## src/rtl/vote_collector_if.sv

```systemverilog
// vote_collector_if: bundles the ballot handshake and the result signals of vote_collector.
//   start        open a new ballot session (honoured only when the collector is idle)
//   cast_valid   a voter presents a vote this cycle
//   cast_id      voter index 0..3
//   cast_vote    1 = yes, 0 = no
//   cast_ready   a vote can be accepted this cycle
//   ballot       collected vote vector, bit[id] = vote of voter id
//   ballot_valid one-cycle pulse marking the ballot final
//   voted        mask of voters that have cast in the current/last session
//   busy         session in progress (collecting or closing)
//   timeout      last session closed by the timer rather than by four votes
//   dup_err      one-cycle pulse: a repeat vote was rejected
// The master modport belongs to whoever drives votes; the slave modport is the collector.
interface vote_collector_if;
    logic       start;
    logic       cast_valid;
    logic [1:0] cast_id;
    logic       cast_vote;
    logic       cast_ready;
    logic [3:0] ballot;
    logic       ballot_valid;
    logic [3:0] voted;
    logic       busy;
    logic       timeout;
    logic       dup_err;

    modport master (
        output start,
        output cast_valid,
        output cast_id,
        output cast_vote,
        input  cast_ready,
        input  ballot,
        input  ballot_valid,
        input  voted,
        input  busy,
        input  timeout,
        input  dup_err
    );

    modport slave (
        input  start,
        input  cast_valid,
        input  cast_id,
        input  cast_vote,
        output cast_ready,
        output ballot,
        output ballot_valid,
        output voted,
        output busy,
        output timeout,
        output dup_err
    );
endinterface

```

## src/rtl/vote_collector.sv

```systemverilog
// vote_collector: collects one yes/no vote from each of four voters per ballot session.
// A session opens on start while idle, accepts at most one vote per voter, and closes either
// when all four have voted or after TIMEOUT collecting cycles. The closing cycle pulses
// ballot_valid; ballot/voted/timeout then hold until the next start.
// Ports:
//   clk  rising-edge clock
//   rst  asynchronous active-high reset
//   bus  vote_collector_if.slave (start/cast handshake in, ballot results out)
// Parameter:
//   TIMEOUT  collecting cycles before a session is forcibly closed (4..65535)
module vote_collector #(
    parameter int unsigned TIMEOUT = 255
) (
    input  logic              clk,
    input  logic              rst,
    vote_collector_if.slave   bus
);

    typedef enum logic [1:0] {
        StIdle    = 2'b00,
        StCollect = 2'b01,
        StDone    = 2'b10
    } state_e;

    // Timer value seen during the last permitted collecting cycle.
    localparam logic [15:0] TimerLast = 16'(TIMEOUT - 1);

    state_e      state_q, state_d;
    logic [15:0] timer_q, timer_d;
    logic [3:0]  ballot_q, ballot_d;
    logic [3:0]  voted_q, voted_d;
    logic        timeout_q, timeout_d;
    logic        ballot_valid_q, ballot_valid_d;
    logic        busy_q, busy_d;
    logic        dup_err_q, dup_err_d;

    // Datapath helpers for the collecting state.
    logic       cast_ready;
    logic       cast_fire;
    logic [3:0] id_mask;
    logic       is_dup;
    logic       is_new;
    logic [3:0] voted_upd;
    logic [3:0] ballot_upd;
    logic       all_in;
    logic       expired;

    // Ready is a pure decode of the state register so it never depends on inputs.
    assign cast_ready = (state_q == StCollect);

    always_comb begin
        cast_fire  = bus.cast_valid && cast_ready;
        id_mask    = 4'b0001 << bus.cast_id;
        is_dup     = cast_fire && ((voted_q & id_mask) != 4'b0000);
        is_new     = cast_fire && ((voted_q & id_mask) == 4'b0000);
        voted_upd  = voted_q;
        ballot_upd = ballot_q;
        if (is_new) begin
            voted_upd  = voted_q | id_mask;
            ballot_upd = (ballot_q & ~id_mask) | (bus.cast_vote ? id_mask : 4'b0000);
        end
        // Completion is judged on the mask including this edge's vote, so a final vote
        // arriving together with timer expiry still counts as a full ballot.
        all_in  = (voted_upd == 4'b1111);
        expired = (timer_q == TimerLast);
    end

    // State register.
    always_ff @(posedge clk or posedge rst) begin
        if (rst) begin
            state_q <= StIdle;
        end else begin
            state_q <= state_d;
        end
    end

    // Next-state logic.
    always_comb begin
        state_d = StIdle;
        unique case (state_q)
            StIdle:    state_d = bus.start ? StCollect : StIdle;
            StCollect: state_d = (all_in || expired) ? StDone : StCollect;
            StDone:    state_d = StIdle;
            default:   state_d = StIdle;
        endcase
    end

    // Next values of the registered outputs and the session timer.
    always_comb begin
        timer_d        = timer_q;
        ballot_d       = ballot_q;
        voted_d        = voted_q;
        timeout_d      = timeout_q;
        dup_err_d      = 1'b0;
        ballot_valid_d = (state_d == StDone);
        busy_d         = (state_d != StIdle);
        unique case (state_q)
            StIdle: begin
                if (bus.start) begin
                    timer_d   = 16'd0;
                    ballot_d  = 4'b0000;
                    voted_d   = 4'b0000;
                    timeout_d = 1'b0;
                end
            end
            StCollect: begin
                ballot_d  = ballot_upd;
                voted_d   = voted_upd;
                dup_err_d = is_dup;
                if (timer_q != 16'hffff) begin
                    timer_d = timer_q + 16'd1;
                end
                if (expired && !all_in) begin
                    timeout_d = 1'b1;
                end
            end
            default: begin
            end
        endcase
    end

    always_ff @(posedge clk or posedge rst) begin
        if (rst) begin
            timer_q        <= 16'd0;
            ballot_q       <= 4'b0000;
            voted_q        <= 4'b0000;
            timeout_q      <= 1'b0;
            ballot_valid_q <= 1'b0;
            busy_q         <= 1'b0;
            dup_err_q      <= 1'b0;
        end else begin
            timer_q        <= timer_d;
            ballot_q       <= ballot_d;
            voted_q        <= voted_d;
            timeout_q      <= timeout_d;
            ballot_valid_q <= ballot_valid_d;
            busy_q         <= busy_d;
            dup_err_q      <= dup_err_d;
        end
    end

    assign bus.cast_ready   = cast_ready;
    assign bus.ballot       = ballot_q;
    assign bus.voted        = voted_q;
    assign bus.timeout      = timeout_q;
    assign bus.ballot_valid = ballot_valid_q;
    assign bus.busy         = busy_q;
    assign bus.dup_err      = dup_err_q;

endmodule
```

## src/flat_wrapper.sv

```systemverilog
// flat-port wrapper written by rule: the top's interface ports become plain ports
module vote_collector_flat 
#(
    parameter int unsigned TIMEOUT = 255
)
  (clk, rst, bus_start, bus_cast_valid, bus_cast_id, bus_cast_vote, bus_cast_ready, bus_ballot, bus_ballot_valid, bus_voted, bus_busy, bus_timeout, bus_dup_err);
  vote_collector_if bus_i ();
  input  logic clk;
  input  logic rst;
  input wire logic [$bits(bus_i.start)-1:0] bus_start;
  input wire logic [$bits(bus_i.cast_valid)-1:0] bus_cast_valid;
  input wire logic [$bits(bus_i.cast_id)-1:0] bus_cast_id;
  input wire logic [$bits(bus_i.cast_vote)-1:0] bus_cast_vote;
  output wire logic [$bits(bus_i.cast_ready)-1:0] bus_cast_ready;
  output wire logic [$bits(bus_i.ballot)-1:0] bus_ballot;
  output wire logic [$bits(bus_i.ballot_valid)-1:0] bus_ballot_valid;
  output wire logic [$bits(bus_i.voted)-1:0] bus_voted;
  output wire logic [$bits(bus_i.busy)-1:0] bus_busy;
  output wire logic [$bits(bus_i.timeout)-1:0] bus_timeout;
  output wire logic [$bits(bus_i.dup_err)-1:0] bus_dup_err;
  assign bus_i.start = bus_start;
  assign bus_i.cast_valid = bus_cast_valid;
  assign bus_i.cast_id = bus_cast_id;
  assign bus_i.cast_vote = bus_cast_vote;
  assign bus_cast_ready = bus_i.cast_ready;
  assign bus_ballot = bus_i.ballot;
  assign bus_ballot_valid = bus_i.ballot_valid;
  assign bus_voted = bus_i.voted;
  assign bus_busy = bus_i.busy;
  assign bus_timeout = bus_i.timeout;
  assign bus_dup_err = bus_i.dup_err;
  vote_collector #(.TIMEOUT(TIMEOUT)) u_core (.clk(clk), .rst(rst), .bus(bus_i));
endmodule
```

## config.mk

```make
export PLATFORM = sky130hd
export DESIGN_NAME = vote_collector_flat
export DESIGN_NICKNAME = d
export VERILOG_FILES = /design/src/rtl/vote_collector_if.sv /design/src/rtl/vote_collector.sv /design/src/flat_wrapper.sv
export SDC_FILE = /design/constraint.sdc
export NUM_CORES = 1
export LEC_CHECK = 0
export BUFFER_PORTS_ARGS = -buffer_cell sky130_fd_sc_hd__buf_2
export CAP_MARGIN = 30
export CORE_ASPECT_RATIO = 1.4
export CORE_MARGIN = 5
export CORE_UTILIZATION = 28
export CTS_CLUSTER_DIAMETER = 120
export CTS_CLUSTER_SIZE = 12
export DETAILED_ROUTE_END_ITERATION = 10
export SETUP_SLACK_MARGIN = 0.4
export SYNTH_ARGS = -nofsm -noshare
export SYNTH_HDL_FRONTEND = slang
export SYNTH_SLANG_ARGS = --single-unit
```

## constraint.sdc

```tcl
create_clock -name clk -period 1.9 [get_ports clk]
set_input_delay 0.19 -clock clk [delete_from_list [all_inputs] [get_ports clk]]
set_output_delay 0.19 -clock clk [all_outputs]
set_load 0.005 [all_outputs]
```

# [Yosys cells after proc, flatten, opt, wreduce, memory -nomap -nowiden]
# Index checks and enable logic that the tools add are counted.
[classes] n_eq_ne=9 n_reduce_logical=15 mux=16 bitwise=5 add_sub_neg=1 n_shift=1
[op_table] op="16-bit 2-to-1 mux" count=2
[op_table] op="16-bit case mux with 2 select lines" count=1
[op_table] op="16-bit by 1-bit adder with 16-bit output (second input constant)" count=1
[op_table] op="16-bit by 8-bit == test with 1-bit output (second input constant)" count=1
[op_table] op="4-bit 2-to-1 mux" count=4
[op_table] op="16-bit inequality test (second input constant)" count=1
[op_table] op="4-bit case mux with 2 select lines" count=2
[op_table] op="3-bit AND reduction" count=3
[op_table] op="4-bit AND" count=2
[op_table] op="2-bit inequality test (second input constant)" count=4
[op_table] op="4-bit OR" count=2
[op_table] op="4-bit == test (second input constant)" count=1
[op_table] op="1-bit logical AND" count=4
[op_table] op="4-bit logical NOT" count=1
[op_table] op="1-bit 2-to-1 mux" count=4
[op_table] op="4-bit NOT" count=1
[op_table] op="2-bit case mux with 2 select lines" count=1
[op_table] op="2-bit nonzero test" count=2
[op_table] op="4-bit nonzero test" count=1
[op_table] op="1-bit by 2-bit << shifter with 4-bit output (first input constant)" count=1
[op_table] op="2-bit by 1-bit == test with 1-bit output (second input constant)" count=1
[op_table] op="2-bit == test (second input constant)" count=1
[op_table] op="2-bit logical NOT" count=1
[op_table] op="2-bit 2-to-1 mux" count=1
[op_table] op="4 further kinds" count=4
[word_totals] register_bits=30 out_inout_bits=13 elab_cells=55 inputBits=7

# [Depth between registers and ports, before layout]
[depth] word_depth=10 ltp_mapped=7

# [Least setup slack after synthesis]
# No wires, ideal clock.
[synth_path] path_kind="register to register" start="reg u_core.state_q[1]" end="reg u_core.timer_q[9]" required_ns=1.822 setup_time_ns=0.078 t_arrival_ns=1.597 path_buffers=2 slack_ns=0.225 path_stages_with_launch=8 path_cell_list="dfrtp_1 -> nand2b_1 -> buf_2 -> clkinv_2 -> nand2_1 -> buf_2 -> or4_1 -> a21oi_1"
[synth_via] elab_chain_len=3 elab_cells_between_ends=7 classes_between="eq/ne: 3; mux: 1; reduce/logical: 3"
[synth_lines] item="from (decl)" line="vote_collector.sv:28" rtl="state_e state_q, state_d;"
[synth_lines] item="from (signal assigned)" line="vote_collector.sv:71" rtl="state_q <= StIdle;"
[synth_lines] item="from (signal assigned)" line="vote_collector.sv:73" rtl="state_q <= state_d;"
[synth_lines] item="2-bit by 1-bit == test with 1-bit output (*)"
[synth_lines] item="via bus_cast_ready" line="flat_wrapper.sv:14" rtl="output wire logic [$bits(bus_i.cast_ready)-1:0] bus_cast_ready;"
[synth_lines] item="2-bit inequality test (no source line) / 2-bit nonzero test (equally long branches)"
[synth_lines] item="3-bit AND reduction (no source line)"
[synth_lines] item="to (signal assigned)" line="vote_collector.sv:132" rtl="timer_q <= timer_d;"
[synth_lines] item="to (decl)" line="vote_collector.sv:29" rtl="logic [15:0] timer_q, timer_d;"
# The timed path passes the listed nets; every way through them passes the cells marked *.
# A chain may end at the register's enable or synchronous reset.

# [Worst setup path in the final report]
[layout_path] start="reg u_core.timer_q[1]" end="reg u_core.timer_q[9]"
[layout_via] elab_chain_len=3 elab_cells_between_ends=6 classes_between="add/sub: 1; eq/ne: 2; mux: 2; reduce/logical: 1"
[layout_lines] item="16-bit by 1-bit adder with 16-bit output / 16-bit inequality test (equally long branches)" line="vote_collector.sv:111, vote_collector.sv:110"
[layout_lines] item="16-bit 2-to-1 mux / 2-bit inequality test (equally long branches)"
[layout_lines] item="16-bit case mux with 2 select lines / 3-bit AND reduction (equally long branches)"
# Parallel ways exist; a longest one is shown, timed or not. The select of a mux whose other input is x is not followed.

==> results.json <==
{
  "fillCellCount": 550,
  "syn-num-nets": 171,
  "final_cell_mix": "dfrtp_1, buf_4, buf_2",
  "synth_ff_type": "dfrtp_1",
  "clk_latency_ns": 0.28,
  "die_w_um": 73.4,
  "first_pass_iters": 4,
  "max_clock_freq_mhz": 625,
  "fin_crit_sh": 0.842,
  "syn_area_mm2": 0.00158,
  "cp-end-kind": "flip-flop",
  "period_minus_slack_ns": 1.60,
  "dp_hpwl_um": 2690,
  "cts_sinks": 30,
  "cts_tree": "yes",
  "cts_buffers": 5,
  "grt_use_total": 0.120,
  "synth_edf_count": 0,
  "avgSynthCellArea_um2": 9.72,
  "startpoint_type": "flip-flop",
  "drive_gt1_frac": 0.363,
  "antenna_found_initial": 0,
  "yosysSeqAreaShare": 0.477,
  "grt_pass1_vias": 1506,
  "drc_errors": 0,
  "rows": 32,
  "layout_commonest_cell": "dfrtp_1",
  "dieArea_mm2": 0.00725,
  "synth_seq_cells": 30,
  "core_area_mm2": 0.00549,
  "wl_per_cell_um": 14.5,
  "cts-htree-levels": 2,
  "port_buffers": 19,
  "finalNetCount": 223,
  "via_per_inst": 5.24,
  "power_leakage_nw": 0.976,
  "detail-route-antenna-nets": 0,
  "start_util": 0.287,
  "ys_types": 37,
  "die_y_um": 98.7,
  "setup_tns_ns": 0,
  "gr-total-overflow": 0,
  "diodes": 0,
  "routed_wl_um": 4110,
  "fin_util": 0.396,
  "finalSetupViolations": 0,
  "hold_path_class": "input pin to flip-flop",
  "worstPathMaxFanout": 7,
  "cp_data_required_time_ns": 2.11,
  "root_buffer": "clkbuf_8",
  "clk_pin_slew_ns": 0.06,
  "ios": 20,
  "final_area_mm2": 0.00217,
  "areaGrowthSynthToFinish_pct": 38.0,
  "grt_pass1_wl_um": 6930,
  "ys_warn_count": 0,
  "tightest_slew_ns": 0.389,
  "ys_async_sr_fraction": 1.00,
  "pre_cts_slack_ns": 0.170,
  "drtIter0Drc": 146,
  "gp_congestion": 0.785,
  "slew_headroom": 0.740,
  "synth_cells": 162,
  "status": "finished clean",
  "peakVddDrop_uv": 316,
  "crit_type": "flip-flop to flip-flop",
  "drv_slew": 0,
  "timing.final.ws_setup_ns": 0.300,
  "powerDensity_mw_per_mm2": 1100,
  "cts_buffer_depth": 2,
  "final_hold_viol_count": 0,
  "grt_start_max_net_pins": 31,
  "drv_cap": 0,
  "dpl_cell_area_mm2": 0.00183,
  "cp_data_arrival_time_ns": 1.81,
  "rsz0062_at_grt": "true",
  "vias": 1483,
  "finalClockSkew_ns": 0.00525
}
[final cells by class]
class	instances	area, um2	share of cell area
timing repair buffer	52	364	0.167
clock buffer	8	110	0.0506
tap	68	85.1	0.0391
multi-input combinational	122	848	0.390
inverter	3	16.3	0.00748
sequential	30	751	0.345
[cell usage after synthesis, types with 4 or more instances]
cell | instances | share of area
and3_1 | 4 | 0.016
o31ai_1 | 11 | 0.052
nand2_1 | 19 | 0.045
nand4_1 | 8 | 0.032
buf_2 | 4 | 0.013
o211ai_1 | 8 | 0.038
a21oi_1 | 10 | 0.032
nor2_1 | 10 | 0.024
nand3_1 | 4 | 0.013
nand4b_1 | 4 | 0.022
mux2i_1 | 5 | 0.032
dfrtp_1 | 30 | 0.48
or4_1 | 7 | 0.033
[per-layer routing]
| metal | track usage | part of all wire | vias to the layer above |
|---|---|---|---|
| met5 | 0 | 0 | - |
| li1 | - | - | 732 |
| met3 | 0.0286 | 0.029 | 14 |
| met2 | 0.196 | 0.51 | 23 |
| met1 | 0.139 | 0.42 | 714 |
| met4 | 0.0739 | 0.040 | 0 |
[power breakdown]
group	leakage, nW	internal, mW	switching [mW]	total (mW)
Combinational	0.527	0.387	0.421	0.809
Clock	0.0575	0.365	0.237	0.602
Sequential	0.392	0.804	0.171	0.975
Total	0.976	1.56	0.830	2.39
[stage by stage]
| stage | instances | power, mW | hold slack [ns] |
|---|---|---|---|
| floorplan | 162 | 1.39 | 0.281 |
| global placement | 255 | 1.65 | 0.285 |
| detailed placement | 255 | 1.66 | 0.288 |
| CTS | 278 | 2.36 | 0.203 |
| global route | 283 | 2.55 | 0.230 |
| finish | 283 | 2.39 | 0.202 |
[kinds of logic (layout without fill, tap and decap cells)]
kind of cell	count (synthesis)	in the layout	share of synthesized area
multiplexers	5	5	0.0318
flip-flops	30	30	0.477
buffers and inverters	10	63	0.0278
adder cells (fa/ha/maj)	2	2	0.0159
AND/OR/NAND/NOR	73	73	0.265
AO/OA/AOI/OAI	42	42	0.183
[worst max-delay path: stages (launching register included)]
cell and delay (ns):
dfrtp_1 0.39, ha_2 0.21, nand4_1 0.10, nor4_2 0.07, buf_4 0.16, or4_1 0.46, a21oi_1 0.13
[what timing repair did]
item,4_1_cts,5_1_grt
setup buffers,13,5
endpoints found under the setup margin,17,20
gates cloned,1,0
pin swaps,15,6
gates resized for setup,11,13
endpoints found under the hold margin,30,0
hold buffers,1,0
[path summary, 6_finish.rpt]
kind	cells past startpoint	end	startpoint	slack, ns
max	6	u_core.timer_q[9]	u_core.timer_q[1]	0.30
min	3	u_core.bus.ballot[0]	bus_cast_vote	0.20
max reg2reg	6	u_core.timer_q[9]	u_core.timer_q[1]	0.30
min reg2reg	2	u_core.bus.timeout	u_core.bus.timeout	0.49
max in group asynchronous	4	u_core.bus.busy	rst	1.10
min in group asynchronous	4	u_core.bus.ballot[2]	rst	0.51
[registers in the layout, summed over array words and instances, names as in the netlist]
signal                   cells
u_core.bus.ballot            4
u_core.bus.voted             4
u_core.state_q               2
u_core.bus.busy              1
u_core.bus.dup_err           1
u_core.timer_q              16
u_core.bus.timeout           1
u_core.bus.ballot_valid      1
(Power assumes the default switching activity.)
